`src/rtl/mem_arbiter_pkg.sv`:
```
// Shared command and state encodings for the lab RAM arbiter and its requesters.
package mem_arbiter_pkg;

    typedef enum logic [1:0] {
        MNONE    = 2'b00,
        MREAD    = 2'b01,
        MWRITE   = 2'b10,
        MILLEGAL = 2'b11
    } mem_cmd_e;

    typedef enum logic {
        S_IDLE  = 1'b0,
        S_RDATA = 1'b1
    } arb_state_e;

    function automatic logic is_req(input logic [1:0] cmd);
        return (cmd == MREAD) || (cmd == MWRITE);
    endfunction

endpackage

```
`src/rtl/mem_arbiter_rr_pick2.sv`:
```
// Combinational two-way round-robin picker: a lone requester wins, a tie goes to prio.
module rr_pick2 (
    input  logic [1:0] req,
    input  logic       prio,
    output logic [1:0] gnt_vec,
    output logic       winner
);

    assign winner = (&req) ? prio : req[1];

    for (genvar gi = 0; gi < 2; gi++) begin : g_gnt
        assign gnt_vec[gi] = req[gi] & (winner == 1'(gi));
    end

endmodule

```
`src/rtl/mem_arbiter.sv`:
```
// Shares the single-port lab RAM between the CPU (port 0) and the loader (port 1);
// writes take one cycle, reads two because the RAM read is registered.
module mem_arbiter
    import mem_arbiter_pkg::*;
#(
    parameter int AW = 9,
    parameter int DW = 16
) (
    input  logic          clk,
    input  logic          reset,
    input  logic [1:0]    p0_cmd,
    input  logic [AW-1:0] p0_addr,
    input  logic [DW-1:0] p0_wdata,
    output logic          p0_gnt,
    output logic          p0_rvalid,
    input  logic [1:0]    p1_cmd,
    input  logic [AW-1:0] p1_addr,
    input  logic [DW-1:0] p1_wdata,
    output logic          p1_gnt,
    output logic          p1_rvalid,
    output logic [DW-1:0] rdata,
    output logic [AW-1:0] ram_addr,
    output logic          ram_we,
    output logic [DW-1:0] ram_din,
    input  logic [DW-1:0] ram_dout,
    output logic          busy,
    output logic          err
);

    arb_state_e    state_q, state_d;
    logic          owner_q, owner_d;
    logic          prio_q, prio_d;
    logic          err_q, err_d;
    logic [AW-1:0] ram_addr_q, ram_addr_d;

    logic [1:0]    req;
    logic [1:0]    gnt_vec;
    logic          winner;
    logic [1:0]    win_cmd;

    assign req = {is_req(p1_cmd), is_req(p0_cmd)};

    rr_pick2 u_pick (
        .req     (req),
        .prio    (prio_q),
        .gnt_vec (gnt_vec),
        .winner  (winner)
    );

    always_comb begin
        state_d    = state_q;
        owner_d    = owner_q;
        prio_d     = prio_q;
        err_d      = err_q | (p0_cmd == MILLEGAL) | (p1_cmd == MILLEGAL);
        ram_addr_d = ram_addr_q;
        win_cmd    = MNONE;
        p0_gnt     = 1'b0;
        p1_gnt     = 1'b0;
        p0_rvalid  = 1'b0;
        p1_rvalid  = 1'b0;
        ram_we     = 1'b0;
        ram_din    = '0;
        busy       = 1'b0;

        // Reset wins over everything, including a read in flight.
        if (reset) begin
            state_d = S_IDLE;
            owner_d = 1'b0;
            prio_d  = 1'b0;
            err_d   = 1'b0;
        end else begin
            case (state_q)
                S_IDLE: begin
                    if (|req) begin
                        p0_gnt     = gnt_vec[0];
                        p1_gnt     = gnt_vec[1];
                        prio_d     = ~winner;
                        ram_addr_d = winner ? p1_addr : p0_addr;
                        win_cmd    = winner ? p1_cmd : p0_cmd;
                        if (win_cmd == MWRITE) begin
                            ram_we  = 1'b1;
                            ram_din = winner ? p1_wdata : p0_wdata;
                        end else begin
                            state_d = S_RDATA;
                            owner_d = winner;
                        end
                    end
                end
                S_RDATA: begin
                    busy      = 1'b1;
                    p0_rvalid = ~owner_q;
                    p1_rvalid = owner_q;
                    state_d   = S_IDLE;
                end
                default: state_d = S_IDLE;
            endcase
        end
    end

    // The bus address is held between transactions so the RAM sees no spurious toggles.
    assign ram_addr = ram_addr_d;
    assign rdata    = ram_dout;
    assign err      = err_q & ~reset;

    always_ff @(posedge clk) begin
        if (reset) begin
            state_q    <= S_IDLE;
            owner_q    <= 1'b0;
            prio_q     <= 1'b0;
            err_q      <= 1'b0;
            ram_addr_q <= '0;
        end else begin
            state_q    <= state_d;
            owner_q    <= owner_d;
            prio_q     <= prio_d;
            err_q      <= err_d;
            ram_addr_q <= ram_addr_d;
        end
    end

endmodule

```
`config.mk`:
```
export PLATFORM = sky130hd
export DESIGN_NAME = mem_arbiter
export DESIGN_NICKNAME = d
export VERILOG_FILES = /design/src/rtl/mem_arbiter_pkg.sv /design/src/rtl/mem_arbiter_rr_pick2.sv /design/src/rtl/mem_arbiter.sv
export SDC_FILE = /design/constraint.sdc
export NUM_CORES = 1
export LEC_CHECK = 0
export CAP_MARGIN = 40
export CELL_PAD_IN_SITES_DETAIL_PLACEMENT = 0
export CELL_PAD_IN_SITES_GLOBAL_PLACEMENT = 2
export CORE_MARGIN = 10
export CORE_UTILIZATION = 14
export CTS_CLUSTER_DIAMETER = 30
export CTS_CLUSTER_SIZE = 28
export DETAILED_ROUTE_END_ITERATION = 10
export HOLD_SLACK_MARGIN = 0.15
export PLACE_DENSITY = 0.79
export SETUP_SLACK_MARGIN = 0.4
export SLEW_MARGIN = 20
export SYNTH_ARGS = -nofsm -noshare
export SYNTH_HDL_FRONTEND = slang
export SYNTH_HIERARCHICAL = 1
export SYNTH_SLANG_ARGS = --single-unit
```
`constraint.sdc`:
```
create_clock -name clk -period 2.5 [get_ports clk]
set_input_delay 0.5 -clock clk [delete_from_list [all_inputs] [get_ports clk]]
set_output_delay 0.5 -clock clk [all_outputs]
set_load 0.1 [all_outputs]
```
# After elaboration in Yosys (flattened, before gate mapping)
# Cells that the tools add are included.
[classes] eq_ne=7 muxes=30 bitwise=10 n_reduce_logical=6
[ops] op="$mux W16" count=5
[ops] op="$mux W9" count=4
[ops] op="$mux W1" count=19
[ops] op="$eq A2 B2 Y1 const B" count=5
[ops] op="$not A1 Y1" count=5
[ops] op="$eq A2 B1 Y1 const B" count=2
[ops] op="$reduce_and A2 Y1" count=2
[ops] op="$and A1 B1 Y1" count=3
[ops] op="$reduce_and A3 Y1" count=1
[ops] op="$logic_or A1 B1 Y1" count=2
[ops] op="$mux W2" count=1
[ops] op="$or A1 B1 Y1" count=2
[ops] op="$pmux W1 S2" count=1
[ops] op="$reduce_or A2 Y1" count=1
[totals] register_bits=13 input_bits=72 out_inout_bits=48 word_cells=58

# Longest topological paths before layout
[depth] depth_word=10 mapped_depth=6 ltp_nobuf=5

# Cells and area by module
# Netlist, hierarchy kept.
[by_module_without_submodules] mod="mem_arbiter" n_inst=1 cells_per_inst=142 area_per_inst_um2=1162.4 seq_area_each_um2=260.2
[by_module_without_submodules] mod="rr_pick2" n_inst=1 cells_per_inst=4 area_per_inst_um2=26.3 seq_area_each_um2=0.0

# Least setup slack after synthesis
# No wires, ideal clock.
[synth_path] path_type="input to output" from="input p1_cmd[0]" to="output ram_addr[7]" t_arrival_ns=3.640 required_ns=2.000 path_slack_ns=-1.640 path_stages=6 n_path_buf=2 path_cell_list="ha_1 > a21boi_1 > buf_6 > buf_12 > mux2i_1 > o21ai_0"
[synth_between] elab_chain_cells=8 elab_cells_between_ends=10 classes_between="2 x eq/ne; 5 x mux; 3 x reduce/logical"
[synth_lines] element="start, declared" line_no="mem_arbiter.sv:16" text="input logic [1:0] p1_cmd,"
[synth_lines] element="$eq A2 B1 Y1 / $eq A2 B2 Y1 (equally long branches)" line_no="mem_arbiter_pkg.sv:17" text="return (cmd == MREAD) || (cmd == MWRITE);"
[synth_lines] element="$logic_or A1 B1 Y1 (*)" line_no="mem_arbiter_pkg.sv:17"
[synth_lines] element="$reduce_and A2 Y1" line_no="mem_arbiter_rr_pick2.sv:9" text="assign winner = (&req) ? prio : req[1];"
[synth_lines] element="$mux W1 (*)" line_no="mem_arbiter_rr_pick2.sv:9"
[synth_lines] element="named net winner" line_no="mem_arbiter.sv:38" text="logic winner;"
[synth_lines] element="$mux W9 (*)" line_no="mem_arbiter.sv:78" text="ram_addr_d = winner ? p1_addr : p0_addr;"
[synth_lines] element="$mux W9 (*)" line_no="mem_arbiter.sv:74" text="if (|req) begin"
[synth_lines] element="$mux W9 (*)" line_no="mem_arbiter.sv:72" text="case (state_q)"
[synth_lines] element="$mux W9 (*)" line_no="mem_arbiter.sv:66" text="if (reset) begin"
[synth_lines] element="end, declared" line_no="mem_arbiter.sv:22" text="output logic [AW-1:0] ram_addr,"
# Mark *: on every way through the listed nets, which the timed path passes. The rest lies on a longest branch.

# Worst setup path in the final report
[layout_path] from="input p1_cmd[0]" to="output ram_din[0]"
[layout_between] elab_chain_cells=10 elab_cells_between_ends=13 classes_between="3 x eq/ne; 7 x mux; 3 x reduce/logical"
[layout_lines] element="$eq A2 B1 Y1 / $eq A2 B2 Y1 (equally long branches)" line_no="mem_arbiter_pkg.sv:17"
[layout_lines] element="$logic_or A1 B1 Y1 (*)" line_no="mem_arbiter_pkg.sv:17"
[layout_lines] element="named net req[1]" line_no="mem_arbiter.sv:36" text="logic [1:0] req;"
[layout_lines] element="$reduce_and A2 Y1" line_no="mem_arbiter_rr_pick2.sv:9"
[layout_lines] element="$mux W1 (*)" line_no="mem_arbiter_rr_pick2.sv:9"
[layout_lines] element="named net winner" line_no="mem_arbiter.sv:38"
[layout_lines] element="$mux W2" line_no="mem_arbiter.sv:79" text="win_cmd = winner ? p1_cmd : p0_cmd;"
[layout_lines] element="$eq A2 B2 Y1" line_no="mem_arbiter.sv:80" text="if (win_cmd == MWRITE) begin"
[layout_lines] element="$mux W16 (*)" line_no="mem_arbiter.sv:80"
[layout_lines] element="$mux W16 (*)" line_no="mem_arbiter.sv:74"
[layout_lines] element="$mux W16 (*)" line_no="mem_arbiter.sv:72"
[layout_lines] element="$mux W16 (*)" line_no="mem_arbiter.sv:66"
[layout_lines] element="end, declared" line_no="mem_arbiter.sv:24" text="output logic [DW-1:0] ram_din,"
# Marked as above.

==> out/summary.txt <==
status -> finished with violations
failing checks -> negative setup slack
sequential share of the synthesized area -> 21.9%
Fin. Hold Viols -> 0
core box area -> 8260 sq um
Clock Tree Buf Depth -> 2
Layout Utilization -> 39.2%
final worst setup slack -> -0.0474 ns
initial antenna violation count -> 0
layout cells sized above 1 -> 51.7%
switching portion of total power -> 45.5%
slew margin rel. -> 81.8%
DRT iter0 DRCs -> 25
LEAKAGE -> 1.24 nW
clk sinks -> 13
first-pass GRT wire length -> 8160 um
CTS H-Tree Depth -> 1
HPWL after DPL -> 4170 um
routed len/inst -> 14.6 um
GRT Util Overall -> 7.76%
WL final -> 5340 um
post-route ant nets -> 0
Synth Instances -> 146
total power -> 1.62 mW
Worst setup SP type -> input pin
Synth area leaders -> dfxtp_1 22%, mux2i_1 21%, buf_4 12%, nor2_1 8.5%, o21ai_0 8.0%
max incr delay on CP -> 0.26 ns
Top Ports -> 120
Worst EP required -> 2.00 ns
clock share of power -> 12.1%
setup violators final -> 13
crit-path cells -> buf_8 > ha_4 > a21boi_4 > and3b_2 > o211ai_4 > buf_6 > buf_16 > nor2_4 > buf_12
Antenna Cells -> 0
cell taking the most area after synthesis -> dfxtp_1
vias in the first global route -> 1636
CP max FO -> 8
element type at the critical path end -> output port
Syn-to-layout area delta -> 172%
Post-route DRC -> 0
Final GP Congestion -> 0.743
internal power -> 0.882 mW
post-route cell area -> 3230 sq um
RSZ-0062 raised after global routing -> yes
grt ovf -> 0
Row Count -> 33
clock root buffer master -> clkbuf_8
CTS tree -> built
Via density -> 4.01
Flop pwr share -> 15.6%
clk slew on worst S/H paths -> 0.06 ns
Pre-antenna DRT Iters -> 3
Mapped Area -> 1190 sq um
Peak VDD IR -> 0.132 mV
part of the power in combinational logic -> 72.2%
Clock Skew -> 0.00187 ns
die area -> 12600 sq um
Worst-Skew Late Latency -> 0.25 ns
Ys Warns -> 6
PortBufs -> 87
largest net degree at the start of global routing -> 24
period utilization -> 102%
Synth cell types -> 27
Mapped Nets -> 220
max cap viols -> 0
slowest CP cell -> ha_4
CTS Buf Count -> 3
P_sw -> 0.737 mW
Max Fclk -> 393 MHz
CP Data Arrival Time -> 2.05 ns
post-layout minimum cycle time -> 2.55 ns
final net count -> 336
die extent in y -> 112 um
Post-DP Area -> 2900 sq um
Die W -> 112 um
pins over their slew limit -> 0
worst setup path category -> in -> out
Worst Tran Pin Value -> 0.266 ns
Syn Area/Cell -> 8.14 sq um
via count -> 1467
pwr dens -> 501 nW/um^2
Yosys reg bits -> 13
share of the synthesized area in the top cell type -> 21.9%
Initial Utilization -> 14.4%
Min-Delay Path Class -> reg -> reg
## final cells by class
cell class / count / area [sq um]
fill: 811 / 5020
timing repair buffer: 135 / 1700
inverter: 3 / 15.0
sequential: 13 / 260
clock buffer: 4 / 45.0
tap: 105 / 131
multi-input combinational: 106 / 1080
## worst max-delay path: cells and delay by family
kind | cells | cell delay (ns)
buffers and inverters | 4 | 0.58
AND/OR/NAND/NOR | 2 | 0.36
AO/OA/AOI/OAI | 2 | 0.34
adder cells (fa/ha/maj) | 1 | 0.26
## worst paths after layout
check,from,to,slack [ns],cells after the start
setup / recovery,p1_cmd[0],ram_din[0],-0.05,9
hold / removal,err_q$_SDFF_PP0_,err_q$_SDFF_PP0_,0.47,2
setup reg to reg,prio_q$_SDFFE_PP0P_,ram_addr_q[7]$_SDFF_PP0_,0.87,8
hold reg to reg,err_q$_SDFF_PP0_,err_q$_SDFF_PP0_,0.47,2
## cell usage after synthesis, drive strengths merged
cell and instances:
ha 2, nor3 2, and3 2, dfxtp 13, nand2b 1, nor2 27
and2 1, a31oi 1, inv 3, o21ba 1, nor2b 4, mux2i 25
and3b 1, o21ai 19, o211ai 1, clkbuf 2, o21bai 1, nand2 2
a211oi 10, nand3 1, nor3b 1, buf 23, a21boi 3
## state kept, by name (all words and copies together) (netlist names)
| name | flops |
|---|---|
| state_q | 1 |
| ram_addr_q | 9 |
| err_q | 1 |
| owner_q | 1 |
| prio_q | 1 |
## kinds of logic (layout without fill, tap and decap cells)
group / count (synthesis) / in the layout / share of synthesized area [%]
AO/OA/AOI/OAI: 36 / 36 / 20.4
adder cells (fa/ha/maj): 2 / 2 / 2.10
buffers and inverters: 28 / 142 / 18.1
flip-flops: 13 / 13 / 21.9
multiplexers: 25 / 25 / 21.1
AND/OR/NAND/NOR: 42 / 43 / 16.4
## per-layer routing
metal / up-vias / global-route usage, % / share of wire [%]
li1: 732 / - / -
met1: 663 / 7.91 / 37
met2: 62 / 13.2 / 51
met3: 10 / 3.51 / 9.8
met4: 0 / 3.81 / 2.0
met5: - / 0 / 0
## placed cells by master (no fill, tap or decap), types with 2 or more instances in the layout
master / netlist / routed
buf_12: 1 / 36
o21ai_4: 0 / 9
nor3_1: 2 / 2
nor2_1: 27 / 11
buf_6: 3 / 4
nor2b_4: 0 / 2
a21boi_1: 2 / 2
mux2i_2: 0 / 5
and3_4: 0 / 2
dfxtp_1: 13 / 13
inv_1: 3 / 2
nor2_4: 0 / 16
nand2_8: 0 / 2
clkdlybuf4s50_1: 0 / 50
mux2i_1: 25 / 19
clkbuf_8: 0 / 3
buf_4: 19 / 36
a211oi_1: 9 / 9
buf_16: 0 / 2
ha_4: 0 / 2
buf_8: 0 / 5
o21ai_0: 19 / 10
## power groups by stage
stage	Clock, mW	Combinational, mW	Sequential [mW]
6_report	0.196	1.17	0.253
5_1_grt	0.211	1.23	0.257
4_1_cts	0.202	1.16	0.253
3_3_place_gp	0	1.07	0.256
3_5_place_dp	0	1.07	0.257
2_1_floorplan	0	0.784	0.253
## metrics by stage
step / hold WS (ns) / worst slack [ns] / cells / setup TNS [ns]
after global placement: 0.464 / -0.392 / 346 / -9.33
after global routing: 0.522 / -0.107 / 366 / -1.63
final: 0.472 / -0.0474 / 366 / -0.465
after CTS: 0.482 / -0.0528 / 364 / -0.530
after detailed placement: 0.464 / -0.445 / 346 / -10.43
after floorplan: 0.435 / -0.222 / 146 / -1.32
## what timing repair did
action / 4_1_cts / 5_1_grt
pin swaps: 18 / 2
endpoints found under the setup margin: 32 / 28
resized for setup: 47 / 3
gates cloned: 2 / 2
hold buffers: 0 / 0
setup buffers: 12 / 0
No activity file was read; power rests on OpenSTA's default activity.
